**src/rtl/multi_cycle_controller_pkg.sv**
```systemverilog
// Shared types and encodings for the multi-cycle RISC-V controller:
// FSM states, ALU/immediate/mux select codes and opcode constants.
package multi_cycle_controller_pkg;

  typedef enum logic [3:0] {
    START,
    FETCH,
    DECODE,
    MEM_ADR,
    MEM_RD,
    MEM_WB,
    MEM_WR,
    EXEC_R,
    EXEC_I,
    ALU_WB,
    BRANCH,
    JAL,
    JALR,
    JALR_LINK,
    LUI,
    HALT
  } state_t;

  // Which rule set the ALU decoder applies in the current state
  typedef enum logic [1:0] {
    ALU_CLS_ADD,
    ALU_CLS_R,
    ALU_CLS_I,
    ALU_CLS_BRANCH
  } alu_class_t;

  localparam logic [2:0] ALU_ADD = 3'b000;
  localparam logic [2:0] ALU_SUB = 3'b001;
  localparam logic [2:0] ALU_AND = 3'b010;
  localparam logic [2:0] ALU_OR  = 3'b011;
  localparam logic [2:0] ALU_XOR = 3'b100;
  localparam logic [2:0] ALU_SLT = 3'b101;

  localparam logic [2:0] IMM_I = 3'b000;
  localparam logic [2:0] IMM_S = 3'b001;
  localparam logic [2:0] IMM_B = 3'b010;
  localparam logic [2:0] IMM_J = 3'b011;
  localparam logic [2:0] IMM_U = 3'b100;

  localparam logic [1:0] RES_ALUOUT    = 2'b00;
  localparam logic [1:0] RES_READDATA  = 2'b01;
  localparam logic [1:0] RES_ALURESULT = 2'b10;
  localparam logic [1:0] RES_IMMEXT    = 2'b11;

  localparam logic [1:0] SRCA_PC    = 2'b00;
  localparam logic [1:0] SRCA_OLDPC = 2'b01;
  localparam logic [1:0] SRCA_RS1   = 2'b10;

  localparam logic [1:0] SRCB_RS2  = 2'b00;
  localparam logic [1:0] SRCB_IMM  = 2'b01;
  localparam logic [1:0] SRCB_FOUR = 2'b10;

  localparam logic [6:0] OP_LOAD   = 7'b0000011;
  localparam logic [6:0] OP_STORE  = 7'b0100011;
  localparam logic [6:0] OP_RTYPE  = 7'b0110011;
  localparam logic [6:0] OP_ITYPE  = 7'b0010011;
  localparam logic [6:0] OP_BRANCH = 7'b1100011;
  localparam logic [6:0] OP_JAL    = 7'b1101111;
  localparam logic [6:0] OP_JALR   = 7'b1100111;
  localparam logic [6:0] OP_LUI    = 7'b0110111;

  // Immediate format depends only on the opcode; anything unlisted reads as I-type
  function automatic logic [2:0] imm_src_of(input logic [6:0] op);
    case (op)
      OP_STORE:  return IMM_S;
      OP_BRANCH: return IMM_B;
      OP_JAL:    return IMM_J;
      OP_LUI:    return IMM_U;
      default:   return IMM_I;
    endcase
  endfunction

endpackage

```
**src/rtl/multi_cycle_controller_alu_decoder.sv**
```systemverilog
// ALU decoder: maps the state class, funct3 and funct7b5 to an aluControl code.
module alu_decoder
  import multi_cycle_controller_pkg::*;
(
  input  logic [1:0] i_alu_class,
  input  logic [2:0] i_funct3,
  input  logic       i_funct7b5,
  output logic [2:0] o_alu_control
);

  alu_class_t w_class;
  logic       w_is_sub;

  assign w_class  = alu_class_t'(i_alu_class);
  // Immediate forms never subtract, so bit 30 of an addi immediate is ignored
  assign w_is_sub = (w_class == ALU_CLS_R) && i_funct7b5;

  always_comb begin
    o_alu_control = ALU_ADD;
    case (w_class)
      ALU_CLS_R, ALU_CLS_I: begin
        case (i_funct3)
          3'b000:  o_alu_control = w_is_sub ? ALU_SUB : ALU_ADD;
          3'b010:  o_alu_control = ALU_SLT;
          3'b100:  o_alu_control = ALU_XOR;
          3'b110:  o_alu_control = ALU_OR;
          3'b111:  o_alu_control = ALU_AND;
          default: o_alu_control = ALU_ADD;
        endcase
      end
      ALU_CLS_BRANCH: o_alu_control = i_funct3[2] ? ALU_SLT : ALU_SUB;
      default:        o_alu_control = ALU_ADD;
    endcase
  end

endmodule

```
**src/rtl/multi_cycle_controller.sv**
```systemverilog
// Moore-style multi-cycle RISC-V control FSM. Define ILLEGAL_TRAP_EN to make an
// illegal opcode park the controller in HALT; otherwise it executes as a NOP.
module multi_cycle_controller
  import multi_cycle_controller_pkg::*;
(
  input  logic       clk,
  input  logic       rst,
  input  logic [6:0] opcode,
  input  logic [2:0] funct3,
  input  logic       funct7b5,
  input  logic       zero,
  input  logic       lt,
  output logic       pcWrite,
  output logic       irWrite,
  output logic       adrSrc,
  output logic       memWrite,
  output logic       regWrite,
  output logic [1:0] resultSrc,
  output logic [1:0] aluSrcA,
  output logic [1:0] aluSrcB,
  output logic [2:0] aluControl,
  output logic [2:0] immSrc,
  output logic       halted
);

`ifdef ILLEGAL_TRAP_EN
  localparam state_t ILLEGAL_NEXT = HALT;
`else
  localparam state_t ILLEGAL_NEXT = FETCH;
`endif

  state_t     r_state;
  state_t     w_next_state;
  alu_class_t w_alu_class;
  logic [2:0] w_dec_alu_control;
  logic       w_branch_flag;
  logic       w_branch_taken;

  always_ff @(posedge clk or negedge rst) begin
    if (!rst) r_state <= START;
    else      r_state <= w_next_state;
  end

  always_comb begin
    w_next_state = r_state;
    case (r_state)
      START:  w_next_state = FETCH;
      FETCH:  w_next_state = DECODE;
      DECODE: begin
        case (opcode)
          OP_LOAD, OP_STORE: w_next_state = MEM_ADR;
          OP_RTYPE:          w_next_state = EXEC_R;
          OP_ITYPE:          w_next_state = EXEC_I;
          OP_BRANCH:         w_next_state = BRANCH;
          OP_JAL:            w_next_state = JAL;
          OP_JALR:           w_next_state = JALR;
          OP_LUI:            w_next_state = LUI;
          default:           w_next_state = ILLEGAL_NEXT;
        endcase
      end
      MEM_ADR:   w_next_state = (opcode == OP_STORE) ? MEM_WR : MEM_RD;
      MEM_RD:    w_next_state = MEM_WB;
      MEM_WB:    w_next_state = FETCH;
      MEM_WR:    w_next_state = FETCH;
      EXEC_R:    w_next_state = ALU_WB;
      EXEC_I:    w_next_state = ALU_WB;
      ALU_WB:    w_next_state = FETCH;
      BRANCH:    w_next_state = FETCH;
      JAL:       w_next_state = ALU_WB;
      JALR:      w_next_state = JALR_LINK;
      JALR_LINK: w_next_state = ALU_WB;
      LUI:       w_next_state = FETCH;
      HALT:      w_next_state = HALT;
      default:   w_next_state = START;
    endcase
  end

  always_comb begin
    w_alu_class = ALU_CLS_ADD;
    case (r_state)
      EXEC_R:  w_alu_class = ALU_CLS_R;
      EXEC_I:  w_alu_class = ALU_CLS_I;
      BRANCH:  w_alu_class = ALU_CLS_BRANCH;
      default: w_alu_class = ALU_CLS_ADD;
    endcase
  end

  alu_decoder u_alu_decoder (
    .i_alu_class   (w_alu_class),
    .i_funct3      (funct3),
    .i_funct7b5    (funct7b5),
    .o_alu_control (w_dec_alu_control)
  );

  // funct3[2] picks signed compare vs equality; funct3[0] inverts the sense
  assign w_branch_flag  = funct3[2] ? lt : zero;
  assign w_branch_taken = w_branch_flag ^ funct3[0];

  // rst gates every output so reset silences the datapath without waiting for clk
  always_comb begin
    pcWrite    = 1'b0;
    irWrite    = 1'b0;
    adrSrc     = 1'b0;
    memWrite   = 1'b0;
    regWrite   = 1'b0;
    halted     = 1'b0;
    resultSrc  = RES_ALUOUT;
    aluSrcA    = SRCA_PC;
    aluSrcB    = SRCB_RS2;
    aluControl = ALU_ADD;
    immSrc     = IMM_I;
    if (rst) begin
      immSrc     = imm_src_of(opcode);
      aluControl = w_dec_alu_control;
      case (r_state)
        FETCH: begin
          irWrite   = 1'b1;
          pcWrite   = 1'b1;
          aluSrcA   = SRCA_PC;
          aluSrcB   = SRCB_FOUR;
          resultSrc = RES_ALURESULT;
        end
        DECODE: begin
          aluSrcA = SRCA_OLDPC;
          aluSrcB = SRCB_IMM;
        end
        MEM_ADR, EXEC_I, JALR: begin
          aluSrcA = SRCA_RS1;
          aluSrcB = SRCB_IMM;
        end
        MEM_RD: adrSrc = 1'b1;
        MEM_WB: begin
          resultSrc = RES_READDATA;
          regWrite  = 1'b1;
        end
        MEM_WR: begin
          adrSrc   = 1'b1;
          memWrite = 1'b1;
        end
        EXEC_R: begin
          aluSrcA = SRCA_RS1;
          aluSrcB = SRCB_RS2;
        end
        ALU_WB: begin
          resultSrc = RES_ALUOUT;
          regWrite  = 1'b1;
        end
        BRANCH: begin
          aluSrcA   = SRCA_RS1;
          aluSrcB   = SRCB_RS2;
          resultSrc = RES_ALUOUT;
          pcWrite   = w_branch_taken;
        end
        JAL, JALR_LINK: begin
          aluSrcA   = SRCA_OLDPC;
          aluSrcB   = SRCB_FOUR;
          resultSrc = RES_ALUOUT;
          pcWrite   = 1'b1;
        end
        LUI: begin
          resultSrc = RES_IMMEXT;
          regWrite  = 1'b1;
        end
        HALT:    halted = 1'b1;
        default: ;
      endcase
    end
  end

endmodule

```
**config.mk**
```make
export PLATFORM = sky130hd
export DESIGN_NAME = multi_cycle_controller
export DESIGN_NICKNAME = d
export VERILOG_FILES = /design/src/rtl/multi_cycle_controller_pkg.sv /design/src/rtl/multi_cycle_controller_alu_decoder.sv /design/src/rtl/multi_cycle_controller.sv
export SDC_FILE = /design/constraint.sdc
export NUM_CORES = 1
export LEC_CHECK = 0
export ABC_AREA = 0
export CAP_MARGIN = 20
export CORE_MARGIN = 1.5
export CORE_UTILIZATION = 39
export CTS_CLUSTER_DIAMETER = 120
export CTS_CLUSTER_SIZE = 8
export DETAILED_ROUTE_END_ITERATION = 8
export PLACE_DENSITY = 0.84
export SYNTH_ARGS = -nofsm -noshare
export SYNTH_HDL_FRONTEND = slang
export SYNTH_SLANG_ARGS = --single-unit
```
**constraint.sdc**
```tcl
create_clock -name clk -period 1.79 [get_ports clk]
set_input_delay 0.358 -clock clk [delete_from_list [all_inputs] [get_ports clk]]
set_output_delay 0.358 -clock clk [all_outputs]
set_load 0.01 [all_outputs]
```
==> results of run 1 <==
-- logic make-up (layout without fill, tap and decap cells) --
logic type                 count (synthesis)  in the layout  synth area share
DFF                                        4              4             0.123
muxes                                      3              3            0.0401
and+or+nand+nor                           59             59             0.413
adders and majority gates                  3              3            0.0462
AOI/OAI and AO/OA                         29             29             0.237
buffers and inverters                     15             83            0.0863
xor gates and xnor gates                   5              5            0.0539
-- cell usage in the layout, fill, tap and decap left out, types with 3 or more instances in the layout --
| master | Yosys | routed |
|---|---|---|
| clkbuf_4 | 0 | 3 |
| nand3b_1 | 3 | 3 |
| buf_6 | 1 | 10 |
| inv_1 | 5 | 3 |
| nor3_2 | 0 | 5 |
| nand2_1 | 9 | 7 |
| nor2b_1 | 5 | 4 |
| buf_2 | 1 | 17 |
| clkdlybuf4s50_1 | 0 | 6 |
| nor2_1 | 9 | 8 |
| buf_4 | 0 | 31 |
| a21oi_1 | 6 | 6 |
| xor2_1 | 3 | 3 |
| and2_1 | 3 | 3 |
| nor3_1 | 9 | 4 |
| o21ai_1 | 3 | 3 |
| dlymetal6s2s_1 | 0 | 3 |
| dlygate4sd2_1 | 0 | 5 |
| dfrtp_1 | 4 | 3 |
| nand2b_1 | 6 | 4 |
| nand3_1 | 3 | 3 |
-- final cells by class --
cell class	instances	area [µm²]
inverter	5	18.8
clock buffer	3	22.5
multi-input combinational	99	803
timing repair buffer	75	607
tap	27	33.8
fill	119	375
sequential	4	101
-- report_power, final --
group | leakage (nW) | switching (mW) | internal, mW | total [mW]
logic | 0.686 | 0.741 | 0.870 | 1.61
registers | 0.0487 | 0.0445 | 0.128 | 0.172
clock network | 0.0138 | 0.0427 | 0.0754 | 0.118
total | 0.749 | 0.828 | 1.07 | 1.90
-- through the flow --
| step | hold WS (ns) | TNS (ns) | instances |
|---|---|---|---|
| 4_1_cts | 0.0565 | -1.69 | 212 |
| 3_5_place_dp | 0.570 | -8.53 | 197 |
| 2_1_floorplan | 0.0624 | -0.285 | 118 |
| 5_1_grt | 0.0516 | -3.37 | 213 |
| 6_report | 0.0540 | -2.54 | 213 |
| 3_3_place_gp | 0.567 | -7.91 | 197 |
-- metal layers --
metal	share of wire	up-vias	GRT usage
li1	-	563	-
met1	0.38	569	0.278
met2	0.52	59	0.562
met3	0.059	22	0.0586
met4	0.045	0	0.105
met5	0	-	0
-- worst max-delay path, delay by kind of cell (launching register included) --
| family | cells | cell delay [ns] |
|---|---|---|
| flops | 1 | 0.40 |
| simple gates | 4 | 0.39 |
| compound gates | 2 | 0.30 |
| fa+ha+maj | 1 | 0.29 |
| buf+inv | 2 | 0.21 |
-- worst paths after layout --
check                      startpoint       endpoint  slack (ns)  cells past startpoint
max                        r_state[3]  aluControl[0]       -0.40                      9
min                               rst     r_state[0]        0.05                      1
max reg2reg                r_state[3]     r_state[0]       -0.09                      6
min reg2reg                r_state[0]     r_state[0]        0.85                      4
max in group asynchronous         rst     r_state[2]        1.39                      2
min in group clk            opcode[5]     r_state[3]        0.61                      4
-- repair_timing --
action | CTS | global route
hold endpoints to repair | 0 | 0
setup endpoints to repair | 20 | 22
setup buffers | 14 | 3
resized for setup | 105 | 24
pin swaps | 13 | 7
==> impl_metrics.toml, run 1 <==
[global_route]
grt_overflow = 0
grt_pass1_wl_um = 5310
first_global_vias = 1189
grt.total_usage = 0.281
grt_max_degree = 12
antenna_found_initial = 0

[sta]
setup_ws_ns = -0.399
finalCritPeriodShare = 1.22
finalHoldViolCount = 0
slew_headroom = 0.817
slew_viol_final = 0
rsz0062_at_grt = "yes"
tightest_slew_ns = 0.270
finalCriticalPeriod_ns = 2.19
fmax_mhz = 457
setup_viol = 16
skew_ns = 0.00799

[placement]
dpl.hpwl_um = 2030
place_area_um2 = 1350
routabilityCongestion = 0.877
portBuffers = 32
place_ws_ns = -0.657

[clock_network]
htree_num_levels = 1
clkTransAtPathRegs_ns = 0.04
cts_root_buf = "clkbuf_4"
cts_sinks = 4
clk_latency_ns = 0.24
cts_buffer_depth = 2
tritoncts = "yes"
hold_buffers = 0
cts_buffers = 3

[synthesis]
synth_area_um2 = 812
ys_top_cells_by_area = "dfrtp_1 12%, nor3_1 5.5%, ha_1 4.6%"
synth_top_flop_cell = "dfrtp_1"
ys_warn_count = 0
synth-seq-cells = 4
yosysSeqAreaShare = 0.123
synth_top_area_share = 0.123
syn-num-nets = 136
postSynthAreaPerCell_um2 = 6.88
synth_commonest_cells = "9 x nand2_1, 9 x nor2_1, 9 x nor3_1"
synth_top_area_cell = "dfrtp_1"
yosysUniqueCellTypes = 46
ys_async_sr_fraction = 1.00
syn_inst = 118
synth_enable_flop_cells = 0

[status]
outcome = "complete, but fails checks"
violations = "setup timing"

[floorplan]
start_util = 0.414
die_h_um = 48.6
dieArea_um2 = 2360
coreArea_um2 = 1960
rows = 16
num_io_pins = 33
die_width_um = 48.6

[hold_path]
hold_class = "in2async"

[cells_and_area]
drive_gt1_frac = 0.516
area.growth.synth_to_final_pct = 95.4
largest_register_ffs = 4
nets = 206
reg.largest.list = "r_state x4"
antenna_cells = 0
fin_area_um2 = 1590
largest-register = "r_state"
fin_util = 0.809

[critical_path]
path_class = "reg2out"
crit_fanout = 3
crit_required_ns = 1.43
startpoint_type = "flop"
worst_setup_path_end_kind = "output port"
cp_cell_sequence = "nor2b_4 -> nor2b_4 -> o21ai_2 -> inv_2 -> ha_4 -> nor2_4 -> a21oi_1 -> nor2_1 -> buf_2"
max_stage_delay_ns = 0.40
cpMostUsedCell = "nor2b_4"
slowest_stage = "dfrtp_1"
cp.arrival_ns = 1.83

[drt]
drc = 0
drt_wl_total_um = 3620
dr.pass1.iters = 4
dr.first_iter.drc_count = 19
dr_total_vias = 1213
routed_via_density = 5.69
final_antenna_net_count = 0
wl_per_cell_um = 17.0

[power]
power_mw = 1.90
p_leak_nw = 0.749
p_per_area_nw_per_um2 = 1200
ir_drop_mv = 0.771

[run]
cap_viol_max_count = 0
No activity file was read; power rests on OpenSTA's default activity.
==> run 2, diff against run 1 <==
TNS_END_PERCENT = 50   (was default)
==> impl_metrics.toml, run 2 (synthesized netlist as in run 1, its figures left out) <==
[drt]
wl_per_cell_um = 15.6
drt_wl_total_um = 3330
dr.first_iter.drc_count = 10
drc = 0
routed_via_density = 5.45
final_antenna_net_count = 0
dr_total_vias = 1166
dr.pass1.iters = 4

[clock_network]
cts_root_buf = "clkbuf_4"
cts_buffers = 3
cts_sinks = 4
htree_num_levels = 1
clkTransAtPathRegs_ns = 0.04
clk_latency_ns = 0.25
cts_buffer_depth = 2
tritoncts = "yes"

[critical_path]
crit_fanout = 4
worst_setup_path_end_kind = "output port"
startpoint_type = "flop"
cp.arrival_ns = 1.78
path_class = "reg2out"
crit_required_ns = 1.43

[power]
clock_power_share = 0.065
pwr-share-comb = 0.842
seqPwrFrac = 0.093
p_sw_uw = 802
ir_drop_mv = 0.782
netSwitchingFraction = 0.432
internal_power_mw = 1.06
p_per_area_nw_per_um2 = 1170
p_leak_nw = 0.751

[sta]
fmax_mhz = 468
setup_viol = 18
finalCritPeriodShare = 1.19
rsz0062_at_grt = "yes"
tns_ns = -3.54
setup_ws_ns = -0.348
slew_headroom = 0.818
slew_viol_final = 0
finalHoldViolCount = 0
finalCriticalPeriod_ns = 2.14
skew_ns = 0.00899
tightest_slew_ns = 0.270

[cells_and_area]
layout_commonest_cell = "buf_4"
largest_register_ffs = 4
area.growth.synth_to_final_pct = 94.9
fin_util = 0.807
reg.largest.list = "r_state x4"
fin_cells = 214
antenna_cells = 0
final_cell_mix = "34 x buf_4, 17 x buf_2, 10 x buf_6, 8 x nand2_1, 7 x nor2_1"
nets = 207
largest-register = "r_state"
fill_cells = 122
drive_gt1_frac = 0.519

[global_route]
antenna_found_initial = 0
grt_max_degree = 12
grt_pass1_wl_um = 5290
first_global_vias = 1208
grt_overflow = 0
grt.total_usage = 0.277

[placement]
routabilityCongestion = 0.877
dp.cells = 197
dpl.hpwl_um = 2030
portBuffers = 32

[floorplan]
dieArea_um2 = 2360
die_width_um = 48.6
num_io_pins = 33
start_util = 0.414
coreArea_um2 = 1960
rows = 16
die_h_um = 48.6

[status]
violations = "setup timing"
outcome = "complete, but fails checks"

[run]
cap_viol_max_count = 0

[hold_path]
hold_class = "in2async"
## run 2: changes by cell type in the layout (fill, tap and decap cells not counted), sizes merged
cell  change
buf       +1
## run 2: timing repair
action	in CTS	in global routing
pin swaps	11	16
buffers inserted	12	5
resized for setup	104	22
hold endpoints to repair	0	0
setup endpoints to repair	20	22
hold buffers	0	0
## run 2: final timing paths
check                      startpoint       endpoint  slack, ns  depth (start not counted)
max                        r_state[2]  aluControl[0]      -0.35                          8
min                               rst     r_state[0]       0.05                          1
max reg2reg                r_state[3]     r_state[3]      -0.21                          8
min reg2reg                r_state[0]     r_state[0]       0.89                          4
max in group asynchronous         rst     r_state[2]       1.38                          2
min in group clk            opcode[5]     r_state[3]       0.60                          4
## run 2: power by group through the flow
stage	Combinational, mW	Sequential, mW	Clock (mW)
floorplan	0.637	0.154	0
global placement	1.03	0.158	0
detailed placement	1.07	0.163	0
CTS	1.33	0.169	0.118
global route	1.67	0.175	0.135
finish	1.56	0.173	0.121
## run 2: critical path, cell delays in order (launching register included)
cell and delay [ns]:
dfrtp_2 0.44, and3b_2 0.22, o21ai_2 0.16, inv_2 0.07, ha_4 0.28, nor2_4 0.04
a21oi_1 0.13, nor2_1 0.06, buf_2 0.14
## run 2: metrics by stage
step	hold slack (ns)	power [mW]	area, µm²	setup slack [ns]
floorplan	0.0624	0.791	835	-0.134
finish	0.0525	1.86	1580	-0.348
global route	0.0416	1.98	1580	-0.436
global placement	0.567	1.19	1350	-0.570
detailed placement	0.570	1.23	1350	-0.657
CTS	0.0565	1.61	1490	-0.339
## run 2: area by class of cell
cell class	count	area (µm²)	share of cell area
Multi-Input combinational cell	99	807	0.510
Timing Repair Buffer	76	599	0.379
Sequential cell	4	101	0.0640
Tap cell	27	33.8	0.0213
Clock buffer	3	22.5	0.0142
Inverter	5	18.8	0.0119
## run 2: metal layers
layer | global-route usage | part of all wire
met5 | 0 | 0
met2 | 0.562 | 0.56
met4 | 0.0810 | 0.013
met3 | 0.0556 | 0.033
met1 | 0.277 | 0.39
